File: src/rtl/fault_code_display.sv
`default_nettype none
// ============================================================================
// Module   : fault_code_display
// Purpose  : Drives a two-digit 7-segment LED display through a 595-style
//            shift register. It shows the faulted VR index in hex, or "--"
//            when no fault is active. On a 250 ms refresh request it captures
//            the fault code, builds a 16-bit active-low segment frame, and
//            shifts the frame out MSB first. It then pulses the storage latch.
// Ports    : iClk          - system clock, rising edge
//            iRst          - synchronous active-high reset
//            i250mSCE      - one-cycle refresh strobe
//            iFaultCode    - faulted VR index (shown as two hex digits)
//            iFaultPresent - at least one fault active
//            iFaultStage   - power stage of the fault, 15 = multiple faults
//            oSerData      - serial data, MSB first
//            oSerClk       - serial shift clock
//            oSerLatch     - storage-register latch strobe
//            oBusy         - frame in flight
//            oDisplayCode  - code captured for the current/last frame
// Params   : CLK_DIV       - serial half-period in iClk cycles (1..255)
// Macros   : FAULT_BLINK_EN - when defined, faulted frames alternate with a
//            blank frame on successive refreshes (2 Hz blink)
// Revision : 1.0 - initial release
// ============================================================================
module fault_code_display #(
    parameter int CLK_DIV = 4
) (
    input  logic       iClk,
    input  logic       iRst,
    input  logic       i250mSCE,
    input  logic [7:0] iFaultCode,
    input  logic       iFaultPresent,
    input  logic [3:0] iFaultStage,
    output logic       oSerData,
    output logic       oSerClk,
    output logic       oSerLatch,
    output logic       oBusy,
    output logic [7:0] oDisplayCode
);

    localparam logic [1:0] IDLE  = 2'd0;
    localparam logic [1:0] LOAD  = 2'd1;
    localparam logic [1:0] SHIFT = 2'd2;
    localparam logic [1:0] LATCH = 2'd3;

    localparam logic [7:0]  DIV_LAST   = 8'(CLK_DIV - 1);
    localparam logic [4:0]  HALF_LAST  = 5'd31;
    localparam logic [15:0] FRAME_DASH = 16'hBFBF;
`ifdef FAULT_BLINK_EN
    localparam logic [15:0] FRAME_BLANK = 16'hFFFF;
`endif

    logic [1:0]  state;
    logic        pending;
    logic [4:0]  half_cnt;      // serial half-period index, 0..31 within SHIFT
    logic [7:0]  div_cnt;       // iClk cycles within the current half-period
    logic [15:0] shreg;
    logic [7:0]  display_code;
    logic [15:0] frame_next;
    logic [7:0]  seg_hi;
    logic [7:0]  seg_lo;
`ifdef FAULT_BLINK_EN
    logic        blink_phase;
`endif

    // Hex digit to {dp,g,f,e,d,c,b,a}, active-low, dp off.
    function automatic logic [7:0] hex_to_seg(input logic [3:0] nib);
        logic [7:0] seg;
        case (nib)
            4'h0: seg = 8'hC0;
            4'h1: seg = 8'hF9;
            4'h2: seg = 8'hA4;
            4'h3: seg = 8'hB0;
            4'h4: seg = 8'h99;
            4'h5: seg = 8'h92;
            4'h6: seg = 8'h82;
            4'h7: seg = 8'hF8;
            4'h8: seg = 8'h80;
            4'h9: seg = 8'h90;
            4'hA: seg = 8'h88;
            4'hB: seg = 8'h83;
            4'hC: seg = 8'hC6;
            4'hD: seg = 8'hA1;
            4'hE: seg = 8'h86;
            default: seg = 8'h8E;
        endcase
        return seg;
    endfunction

    // Frame built from the live inputs; only sampled in LOAD.
    always_comb begin
        seg_hi = hex_to_seg(iFaultCode[7:4]);
        seg_lo = hex_to_seg(iFaultCode[3:0]);
        // Lit decimal point on the high digit flags "multiple faults".
        if (iFaultPresent && (iFaultStage == 4'hF)) begin
            seg_hi[7] = 1'b0;
        end
        frame_next = {seg_hi, seg_lo};
        if (!iFaultPresent) begin
            frame_next = FRAME_DASH;
        end
`ifdef FAULT_BLINK_EN
        else if (blink_phase) begin
            frame_next = FRAME_BLANK;
        end
`endif
    end

    always_ff @(posedge iClk) begin
        if (iRst) begin
            state        <= IDLE;
            pending      <= 1'b0;
            half_cnt     <= 5'd0;
            div_cnt      <= 8'd0;
            shreg        <= 16'd0;
            display_code <= 8'h00;
`ifdef FAULT_BLINK_EN
            blink_phase  <= 1'b0;
`endif
        end else begin
            case (state)
                IDLE: begin
                    half_cnt <= 5'd0;
                    div_cnt  <= 8'd0;
                    if (i250mSCE || pending) begin
                        state <= LOAD;
                    end
                end
                LOAD: begin
                    display_code <= iFaultCode;
                    shreg        <= frame_next;
                    pending      <= 1'b0;
`ifdef FAULT_BLINK_EN
                    blink_phase  <= ~blink_phase;
`endif
                    state        <= SHIFT;
                end
                SHIFT: begin
                    if (div_cnt == DIV_LAST) begin
                        div_cnt <= 8'd0;
                        // Advance the data as the clock falls (end of a high
                        // half), so it is stable for the whole high half.
                        if (half_cnt[0]) begin
                            shreg <= {shreg[14:0], 1'b0};
                        end
                        if (half_cnt == HALF_LAST) begin
                            half_cnt <= 5'd0;
                            state    <= LATCH;
                        end else begin
                            half_cnt <= half_cnt + 5'd1;
                        end
                    end else begin
                        div_cnt <= div_cnt + 8'd1;
                    end
                end
                LATCH: begin
                    if (div_cnt == DIV_LAST) begin
                        div_cnt <= 8'd0;
                        state   <= IDLE;
                    end else begin
                        div_cnt <= div_cnt + 8'd1;
                    end
                end
                default: state <= IDLE;
            endcase

            // A strobe while busy (including the final LATCH cycle and LOAD)
            // leaves exactly one request waiting; this takes priority over
            // the clear in LOAD.
            if (i250mSCE && (state != IDLE)) begin
                pending <= 1'b1;
            end
        end
    end

    assign oBusy        = (state != IDLE);
    assign oSerClk      = (state == SHIFT) && half_cnt[0];
    assign oSerData     = (state == SHIFT) && shreg[15];
    assign oSerLatch    = (state == LATCH);
    assign oDisplayCode = display_code;

endmodule
`default_nettype wire

File: config.mk
export PLATFORM = sky130hd
export DESIGN_NAME = fault_code_display
export DESIGN_NICKNAME = d
export VERILOG_FILES = /design/src/rtl/fault_code_display.sv
export SDC_FILE = /design/constraint.sdc
export NUM_CORES = 1
export LEC_CHECK = 0
export BUFFER_PORTS_ARGS = -buffer_cell sky130_fd_sc_hd__buf_2
export CORE_MARGIN = 5
export CORE_UTILIZATION = 58
export DETAILED_ROUTE_END_ITERATION = 6
export PLACE_DENSITY_LB_ADDON = 0.12
export SLEW_MARGIN = 20
export SYNTH_ARGS = -nofsm -noshare
export SYNTH_HDL_FRONTEND = slang
export SYNTH_SLANG_ARGS = --single-unit
File: constraint.sdc
create_clock -name iClk -period 2.28 [get_ports iClk]
set_input_delay 0.228 -clock iClk [delete_from_list [all_inputs] [get_ports iClk]]
set_output_delay 0.228 -clock iClk [all_outputs]
set_load 0.02 [all_outputs]
* Word-level counts from Yosys, hierarchy flattened
Memory sizes are Yosys's and may differ from the RTL's.
Index checks and enable logic that the tools add are counted.
** Storage, ports and cells
- Output and inout bits :: 12
- Memories kept :: 2
- Register bits :: 40
- Logic and storage cells :: 53
- Memory bits (read-only) :: 224
- Input bits :: 16
** Operators by class
- Multiplexer cells :: 17
- Equality and inequality tests :: 11
- Reduce and logical (&&, ||, !) cells :: 15
- Add/subtract/negate cells :: 2
** Memories
- (name not given) :: words 16, width 7, read ports 1, clocked after memory_dff 0, write ports 0, line 69 : case (nib)
- (name not given) :: words 16, width 7, read ports 1, clocked after memory_dff 0, write ports 0, line 69
** Operators with widths (number)
- $mux W16 :: 3
- $pmux W16 S2 :: 1
- $pmux W8 S2 :: 1
- $mux W5 :: 2
- $pmux W5 S2 :: 1
- $reduce_bool A2 Y1 :: 5
- $add A8 B1 Y8 const B :: 1
- $eq A8 B2 Y1 const B :: 1
- $mux W2 :: 4
- $mux W8 :: 1
- $ne A2 B2 Y1 const B :: 4
- $pmux W2 S4 :: 1
- $add A5 B1 Y5 const B :: 1
- $eq A5 B5 Y1 const B :: 1
- $eq A2 B2 Y1 const B :: 2
- $eq A4 B4 Y1 const B :: 1
- $logic_and A1 B1 Y1 :: 4
- $reduce_and A4 Y1 :: 1
- $mux W1 :: 3
- $reduce_and A3 Y1 :: 1
- $eq A2 B1 Y1 const B :: 1
- $logic_not A2 Y1 :: 1
- $ne A2 B1 Y1 const B :: 1
- $reduce_and A2 Y1 :: 1
- other kinds (2) :: 2

* Longest topological paths before layout
Gate-level depths: netlist (run 1).
- Depth after elaboration :: 5
- Depth in mapped cells :: 8
- Gate-level depth less buffers :: 7

* Least setup slack after synthesis (run 1)
Ideal clock, no wire load.
- Kind :: register to register
- Start point :: register half_cnt[0]
- End point :: register state[0]
- Slack :: 0.270 ns
- Data required time :: 2.185 ns
- Arrival :: 1.915 ns
- Period minus slack after synthesis :: 2.010 ns
- Cell stages (with the launch flop) :: 8
- Cells stage by stage :: dfxtp_1 > ha_1 > and3_1 > ha_1 > or4b_2 > nor2_1 > o21bai_1 > a221oi_1
** Between the ends
- Longest elaborated chain between the ends :: 3
** Ends and longest elaborated chain
- from (decl) :: line 55 : logic [4:0] half_cnt;
- from (signal assigned) :: line 150 : half_cnt <= half_cnt + 5'd1;
- $eq A5 B5 Y1 :: line 146 : if (half_cnt == HALF_LAST) begin
- $ne A2 B2 Y1 (no line)
- $reduce_and A4 Y1 (no line)
- to (signal assigned) :: line 148 : state <= LATCH;
- to (signal assigned) :: line 159 : state <= IDLE;
- to (signal assigned) :: line 164 : default: state <= IDLE;
- to (decl) :: line 53 : logic [1:0] state;
Every way passes these cells.
A chain may end at the register's enable or synchronous reset.

* Worst setup path in the final report (run 1)
- Start point :: register half_cnt[1]
- End point :: register state[0]
The elaborated chain is that of the path after synthesis.

==> results_dict.tcl, run 1 <==
set metrics [dict create \
    start_util_pct 60.47 \
    io_pins 28 \
    slew_violations 0 \
    die_y_microns 75.04 \
    cts.sinks 40 \
    final_cell_mix "40 x dfxtp_1, 32 x nor2_1, 27 x buf_2" \
    clockBufferDepth 2 \
    overflow 0 \
    power_density_nw_per_um2 814.8 \
    power_frac_seq_pct 43.0 \
    grtUsageTotal_pct 19.89 \
    clk_latency_ns 0.29 \
    dr.pass1.iters 4 \
    io_buffer_count 27 \
    clkPwrFrac_pct 20.0 \
    synth_area_sq_um 2454 \
    synth_cells 278 \
    antenna_cells 0 \
    ys_seq_elements 40 \
    drive_gt1_share_pct 19.14 \
    dp.final_hpwl_microns 3672 \
    clk_pin_slew_ns 0.07 \
    power.share.switching_pct 36.47 \
    routed.top_layer "met4" \
    drtIter0Drc 142 \
    wirelength_microns 5112 \
    synth_edf_count 0 \
    grt_max_degree 24 \
    die_area_sq_um 5631 \
    drv_cap 0 \
    finalClockSkew_ns 0.003754 \
    crit_family "simple AND/OR/NAND/NOR gates" \
    cp_num_buf_inv 0 \
    fmax_ghz 0.4686 \
    ir_worst_vdd_mv 0.5177 \
    cpPeakStageDelay_ns 0.61 \
    worst_ep_required_time_ns 2.47 \
    p_switching_uw 808.6 \
    outcome "complete, no violations" \
    period_share_pct 93.59 \
    avgSynthCellArea_sq_um 8.826 \
    min_period_ns 2.134 \
    die_w_microns 75.04 \
    place.gp.congestion 0.8956 \
    vias_per_cell 5.839 \
    p_int_uw 1409 \
    ys_seq_area_share_pct 32.64 \
    cts_hold_buf 0 \
    synthToLayoutAreaGrowth_pct 10.91 \
    min_path_type "input pin to flip-flop" \
    dr_wl_met2_microns 2390 \
    crit_path_start_kind "flip-flop" \
    cp-end-kind "flip-flop" \
    ys.flop_type "dfxtp_1" \
    cts-buffers-inserted 5 \
    slew_headroom_pct 67.86 \
    synth_nets 317 \
    crit_fanout 7 \
    grt_pass1_vias 1949 \
    p_comb_share_pct 37.0 \
    drt-met1-wl_microns 2358 \
    synth.distinct_cells 54 \
    path_class "flip-flop to flip-flop" \
    final.setup.tns_ns 0 \
    async_flop_share_pct 0 \
    critPathSlowestCell "or4b_2" \
    rows 23 \
    antenna_found_initial 0 \
    hold_viol 0 \
    fin_area_sq_um 2721 \
    postRouteAntennaNets 0 \
    crit_path_cell_trace "ha_1 > and3_1 > ha_2 > or4b_2 > nor2_1 > o21bai_1 > a221oi_1" \
    worst_pin_slew_ns 0.4810 \
    place_area_sq_um 2641 \
    yosys_warnings 0 \
    met3_length_microns 255 \
    worstPathArrival_ns 2.33 \
    cts_tree "built" \
    cts_root_buffer "clkbuf_8" \
    nNetsFinal 342 \
    grt_setup_unrepaired "no" \
    p_leak_uw 0.001115 \
    vias 2061 \
    core_area_sq_um 4058 \
    final_common_cell "dfxtp_1" \
    wire_per_inst_microns 14.48 \
    setup_viol 0 \
    drc_errors 0 \
    grt_pass1_wl_microns 8721 \
    h-tree-depth 2 \
]
-- flip-flops by register name (all words and copies together) (netlist names) --
signal,cells
state,2
shreg,16
div_cnt,8
half_cnt,5
pending,1
oDisplayCode,8
-- timing repair --
| action | CTS | global route |
|---|---|---|
| hold endpoints to repair | 0 | 0 |
| resized for setup | 0 | 1 |
| setup endpoints to repair | 0 | 1 |
| setup buffers | 0 | 0 |
-- layer usage --
layer,vias up,GRT usage (%)
li1,1048,-
met1,948,25.57
met2,54,32.79
met3,11,4.406
met4,0,6.917
met5,-,0
-- worst register-to-register path, stage by stage (launching register included) --
cell and delay (ns):
dfxtp_1 0.38, ha_1 0.20, and3_1 0.16, ha_2 0.22, or4b_2 0.61, nor2_1 0.15, o21bai_1 0.08, a221oi_1 0.24
-- metrics by stage --
stage / hold slack, ns / total power (uW) / std cells / setup slack [ns] / utilization [%]
detailed placement: 0.4454 / 1785 / 346 / 0.1753 / 65.09
global route: 0.2736 / 2386 / 353 / 0.008437 / 67.07
CTS: 0.2389 / 2229 / 353 / 0.1576 / 67.01
floorplan: 0.3301 / 1560 / 278 / 0.2697 / -
finish: 0.2359 / 2217 / 353 / 0.1462 / 67.07
global placement: 0.4346 / 1770 / 346 / 0.2228 / 65.09
-- cell families after synthesis --
kind of cell / count (synthesis) / share of synthesized area [%]
AO/OA/AOI/OAI: 60 / 17.29
AND/OR/NAND/NOR: 100 / 22.34
XOR/XNOR: 7 / 2.499
multiplexers: 21 / 9.281
buffers and inverters: 27 / 4.233
adder cells (fa/ha/maj): 23 / 11.73
flip-flops: 40 / 32.64
-- path summary, 6_finish.rpt --
check	start	endpoint	slack [ns]	depth (start not counted)
hold / removal	i250mSCE	pending	0.24	3
setup / recovery	half_cnt[1]	state[0]	0.15	7
hold reg to reg	shreg[15]	shreg[15]	0.45	2
setup reg to reg	half_cnt[1]	state[0]	0.15	7
-- power by group through the flow --
stage / sequential, uW / combinational [uW] / clock, uW
finish: 953 / 820 / 444
global route: 971 / 924 / 491
CTS: 951 / 826 / 452
detailed placement: 965 / 820 / 0
global placement: 961 / 809 / 0
floorplan: 987 / 573 / 0
-- cell type report --
cell class,count,area (sq um)
multi-input combinational,211,1551
fill,346,1336
sequential,40,800.8
timing repair buffer,34,187.7
clock buffer,6,72.57
tap,50,62.56
inverter,11,41.29
clock inverter,1,5.005
-- cell usage after synthesis (3+ instances only) --
master | instances | share of area (%)
o221ai_1 | 5 | 1.8
ha_1 | 23 | 12
or4b_2 | 3 | 1.2
a21oi_1 | 18 | 3.7
nor3b_1 | 4 | 1.2
nand2_1 | 20 | 3.1
nor2_1 | 32 | 4.9
nor3_1 | 5 | 1.0
mux2i_1 | 16 | 6.5
and2_1 | 3 | 0.76
o211ai_1 | 4 | 1.2
o21ai_0 | 6 | 1.2
inv_1 | 11 | 1.7
nand4b_1 | 3 | 1.1
nand2b_1 | 5 | 1.3
nor2b_1 | 7 | 1.8
dfxtp_1 | 40 | 33
mux2_2 | 4 | 1.8
xor2_1 | 3 | 1.1
o22ai_1 | 4 | 1.0
xnor2_1 | 4 | 1.4
clkbuf_1 | 13 | 2.0
Power figures use the tool's default switching activity.
==> run 2: changes to the inputs <==
--- a/config.mk
+++ b/config.mk
@@ -7,7 +7,7 @@
 export LEC_CHECK = 0
 export BUFFER_PORTS_ARGS = -buffer_cell sky130_fd_sc_hd__buf_2
 export CORE_MARGIN = 5
-export CORE_UTILIZATION = 58
+export CORE_UTILIZATION = 63
 export DETAILED_ROUTE_END_ITERATION = 6
 export PLACE_DENSITY_LB_ADDON = 0.12
 export SLEW_MARGIN = 20
==> constraint.sdc (replaced) <==
create_clock -name iClk -period 2.65 [get_ports iClk]
set_input_delay 0.265 -clock iClk [delete_from_list [all_inputs] [get_ports iClk]]
set_output_delay 0.265 -clock iClk [all_outputs]
set_load 0.02 [all_outputs]
==> run 2 against run 1 <==
Core utilization grew 4.8 points; die area is 6.9% lower; count of clock-buffer cells in the layout did not move; clock power is 15% lower; sequential share of layout area increased by 0.55 points; first-iteration DRC count fell by 27%; largest cell class unchanged; sequential power fell by 14%; cell area down 1.8%; register-to-register slack gained 0.24 ns; largest power group unchanged.
==> results_dict.tcl, run 2 (same netlist as run 1, synthesis figures left out) <==
set metrics [dict create \
    outcome "complete, no violations" \
    vias 2020 \
    clk_pin_slew_ns 0.08 \
    die_w_microns 72.41 \
    fmax_ghz 0.4421 \
    period_share_pct 85.36 \
    power_density_nw_per_um2 706.1 \
    place_ws_ns 0.4276 \
    worst_hold_slack_ns 0.2745 \
    cts_root_buffer "clkbuf_8" \
    dp.cells 338 \
    clk_latency_ns 0.28 \
    finalClockSkew_ns 0.007178 \
    io_pins 28 \
    ir_worst_vdd_mv 0.5631 \
    postRouteAntennaNets 0 \
    antenna_found_initial 0 \
    h-tree-depth 2 \
    cts_setup_buffers 0 \
    path_class "flip-flop to flip-flop" \
    place.gp.congestion 0.9011 \
    setup_viol 0 \
    overflow 0 \
    vias_per_cell 5.855 \
    worst_ep_required_time_ns 2.86 \
    start_util_pct 66.03 \
    hold_viol 0 \
    cts_resized 0 \
    dp.final_hpwl_microns 3649 \
    final_common_cell "dfxtp_1" \
    min_path_type "input pin to flip-flop" \
    worstPathArrival_ns 2.47 \
    cts_hold_buf 0 \
    clockBufferDepth 2 \
    antenna_cells 0 \
    slew_violations 0 \
    wirelength_microns 5040 \
    top_register "shreg" \
    synthToLayoutAreaGrowth_pct 8.873 \
    worst_pin_slew_ns 0.5837 \
    cts_tree "built" \
    grt_pass1_vias 1999 \
    slew_headroom_pct 61.09 \
    grtUsageTotal_pct 20.58 \
    cts-buffers-inserted 5 \
    p_leak_uw 0.001089 \
    rows 22 \
    grt_setup_unrepaired "no" \
    nNetsFinal 336 \
    cp-end-kind "flip-flop" \
    dr.pass1.iters 4 \
    min_period_ns 2.262 \
    drtIter0Drc 104 \
    drc_errors 0 \
    grt_max_degree 35 \
    die_y_microns 72.41 \
    drv_cap 0 \
    die_area_sq_um 5242 \
    drive_gt1_share_pct 17.17 \
    grt_pass1_wl_microns 8735 \
    final.setup.tns_ns 0 \
    stdcell_count 345 \
    crit_fanout 17 \
    core_area_sq_um 3716 \
    largest_reg_flops 16 \
    setup_slack_ns 0.3880 \
    io_buffer_count 27 \
    wire_per_inst_microns 14.61 \
    cts.sinks 40 \
    crit_path_start_kind "flip-flop" \
    n_fill_cell 310 \
    final_cell_mix "40 x dfxtp_1, 32 x nor2_1, 27 x buf_2" \
]
run 2: power by group:
part | total (uW) | internal, uW | switching, uW | leakage, uW
Clock | 379 | 179 | 200 | 0.0000410
Combinational | 689 | 274 | 416 | 0.000722
Sequential | 818 | 741 | 77.0 | 0.000326
run 2: worst paths after layout:
path | startpoint | to | slack (ns) | cells past startpoint
worst min register to register | shreg[15] | shreg[15] | 0.45 | 2
worst min-delay path | i250mSCE | pending | 0.27 | 3
worst max register to register | state[0] | shreg[11] | 0.39 | 6
worst max-delay path | state[0] | shreg[11] | 0.39 | 6
run 2: critical path: stages, from the launching register on:
cell and delay (ns):
dfxtp_1 0.34, inv_1 0.11, ha_1 0.48, and2_1 0.29
a31oi_4 0.23, or4_1 0.59, a21oi_1 0.14
run 2: layer usage:
layer	global-route usage [%]	share of wire, %
met1	24.13	44
met4	5.533	1.5
met2	36.70	51
met3	5.679	4.1
met5	0	0
run 2: layout make-up:
class / count / area, sq um / share of cell area [%]
Clock buffer: 6 / 72.57 / 2.717
Clock inverter: 1 / 5.005 / 0.1874
Inverter: 11 / 41.29 / 1.546
Multi-Input combinational cell: 211 / 1549 / 57.99
Sequential cell: 40 / 800.8 / 29.98
Tap cell: 48 / 60.06 / 2.248
Timing Repair Buffer: 28 / 142.6 / 5.340
run 2: metrics by stage:
stage,utilization [%],instance area (sq um),total power [uW]
after floorplan,-,2454,1342
after global placement,69.80,2594,1499
after detailed placement,69.80,2594,1515
after CTS,71.89,2671,1896
after global routing,71.89,2671,2037
final,71.89,2671,1886
==> run 3: changes to the inputs <==
--- a/config.mk
+++ b/config.mk
@@ -6,11 +6,12 @@
 export NUM_CORES = 1
 export LEC_CHECK = 0
 export BUFFER_PORTS_ARGS = -buffer_cell sky130_fd_sc_hd__buf_2
+export CORE_ASPECT_RATIO = 0.7
 export CORE_MARGIN = 5
 export CORE_UTILIZATION = 63
 export DETAILED_ROUTE_END_ITERATION = 6
-export PLACE_DENSITY_LB_ADDON = 0.12
-export SLEW_MARGIN = 20
+export PLACE_DENSITY = 0.85
+export SLEW_MARGIN = 5
 export SYNTH_ARGS = -nofsm -noshare
 export SYNTH_HDL_FRONTEND = slang
 export SYNTH_SLANG_ARGS = --single-unit
==> run 3 against run 2 <==
Via count is 1.1% higher; clock skew is 0.0028 ns lower; largest cell class unchanged; total power is 5.9% higher; worst setup slack worse by 0.0044 ns; count of clock-buffer cells in the layout stayed put; hold slack better by 0.013 ns.
==> results_dict.tcl, run 3 (same netlist as run 1, synthesis figures left out) <==
set metrics [dict create \
    clockBufferDepth 2 \
    cts_tree "built" \
    min_path_type "input pin to flip-flop" \
    wirelength_microns 5200 \
    grt_pass1_wl_microns 8976 \
    start_util_pct 63.71 \
    cts.sinks 40 \
    worst_ep_required_time_ns 2.85 \
    final_cell_mix "40 x dfxtp_1, 32 x nor2_1, 27 x buf_2" \
    grt_pass1_vias 1885 \
    hold_viol 0 \
    die_area_sq_um 5263 \
    critPathSlowestCell "or4b_2" \
    io_buffer_count 27 \
    n_fill_cell 320 \
    final.setup.tns_ns 0 \
    final_common_cell "dfxtp_1" \
    synthToLayoutAreaGrowth_pct 10.30 \
    p_leak_uw 0.001103 \
    dp.final_hpwl_microns 3710 \
    h-tree-depth 2 \
    path_class "flip-flop to flip-flop" \
    dp.cells 342 \
    grtUsageTotal_pct 20.33 \
    slew_violations 0 \
    top_register "shreg" \
    die_w_microns 84.59 \
    cpPeakStageDelay_ns 0.63 \
    largest_reg_flops 16 \
    min_period_ns 2.266 \
    ir_worst_vdd_mv 0.4839 \
    crit_fanout 7 \
    antenna_found_initial 0 \
    slew_headroom_pct 60.96 \
    crit_path_cell_trace "ha_1 > and3_1 > ha_1 > or4b_2 > nor2_1 > o21bai_1 > a221oi_1" \
    crit_path_start_kind "flip-flop" \
    grt_max_degree 35 \
    crit_family "simple AND/OR/NAND/NOR gates" \
    cts_root_buffer "clkbuf_8" \
    core_area_sq_um 3851 \
    cp_num_buf_inv 0 \
    worst_pin_slew_ns 0.5856 \
    nNetsFinal 336 \
    setup_viol 0 \
    clk_pin_slew_ns 0.08 \
    cts_hold_buf 0 \
    clk_latency_ns 0.29 \
    drtIter0Drc 139 \
    die_y_microns 62.22 \
    period_share_pct 85.53 \
    stdcell_count 350 \
    cp-end-kind "flip-flop" \
    wire_per_inst_microns 14.86 \
    drive_gt1_share_pct 17.45 \
    power_density_nw_per_um2 738.3 \
    rows 19 \
    finalClockSkew_ns 0.004411 \
    antenna_cells 0 \
    cts_resized 0 \
    fmax_ghz 0.4412 \
    dr.pass1.iters 4 \
    worstPathArrival_ns 2.47 \
    overflow 0 \
    place.gp.congestion 0.8238 \
    io_pins 28 \
    cts-buffers-inserted 5 \
    postRouteAntennaNets 0 \
    drc_errors 0 \
    vias_per_cell 5.837 \
    vias 2043 \
    cts_setup_buffers 0 \
    drv_cap 0 \
    outcome "complete, no violations" \
    grt_setup_unrepaired "no" \
    critPathMostFrequentCell "ha_1" \
]
## run 3: changes by cell type in the layout (fill, tap and decap cells not counted)
| cell | change |
|---|---|
| bufinv_16 | +1 |
## run 3: worst paths after layout
kind                    end   startpoint  cells after the start  slack [ns]
setup / recovery   state[0]  half_cnt[0]                      7        0.38
hold / removal      pending     i250mSCE                      3        0.29
setup reg to reg   state[0]  half_cnt[0]                      7        0.38
hold reg to reg   shreg[15]    shreg[15]                      2        0.46
## run 3: worst reg2reg max path, stage by stage (launching register included)
cell and delay [ns]:
dfxtp_1 0.42, ha_1 0.22, and3_1 0.18, ha_1 0.27
or4b_2 0.63, nor2_1 0.16, o21bai_1 0.09, a221oi_1 0.22
## run 3: layer usage
layer  GRT usage (%)  wire length, microns  vias to the layer above
met5               0                     0                        -
met4           4.545                    48                        0
met3           5.416                   394                        6
met2           28.52                  2183                       64
met1           30.79                  2574                      935
li1                -                     -                     1038
## run 3: where the power goes
group	internal [uW]	switching, uW	total [uW]
sequential	741	76.9	817
combinational	275	419	693
clock	279	208	487
total	1290	704	2000
## run 3: stage by stage
step                total power (uW)  area [sq um]  worst slack, ns  hold WS, ns  utilization [%]
floorplan                       1342          2454           0.6397       0.3671                -
CTS                             2003          2706           0.3961       0.2810            70.27
global placement                1492          2599           0.5212       0.4416            67.48
global route                    2133          2706           0.1593       0.2797            70.27
detailed placement              1514          2599           0.4141       0.4467            67.48
finish                          1998          2706           0.3835       0.2879            70.27
## run 3: area by class of cell
type	count	area [sq um]	share of cell area (%)
inverters	11	41.29	1.526
repair buffers	28	142.6	5.270
clock inverters	2	35.03	1.294
multi-input cells	211	1549	57.24
flip-flops and latches	40	800.8	29.59
clock buffers	6	72.57	2.681
well taps	52	65.06	2.404
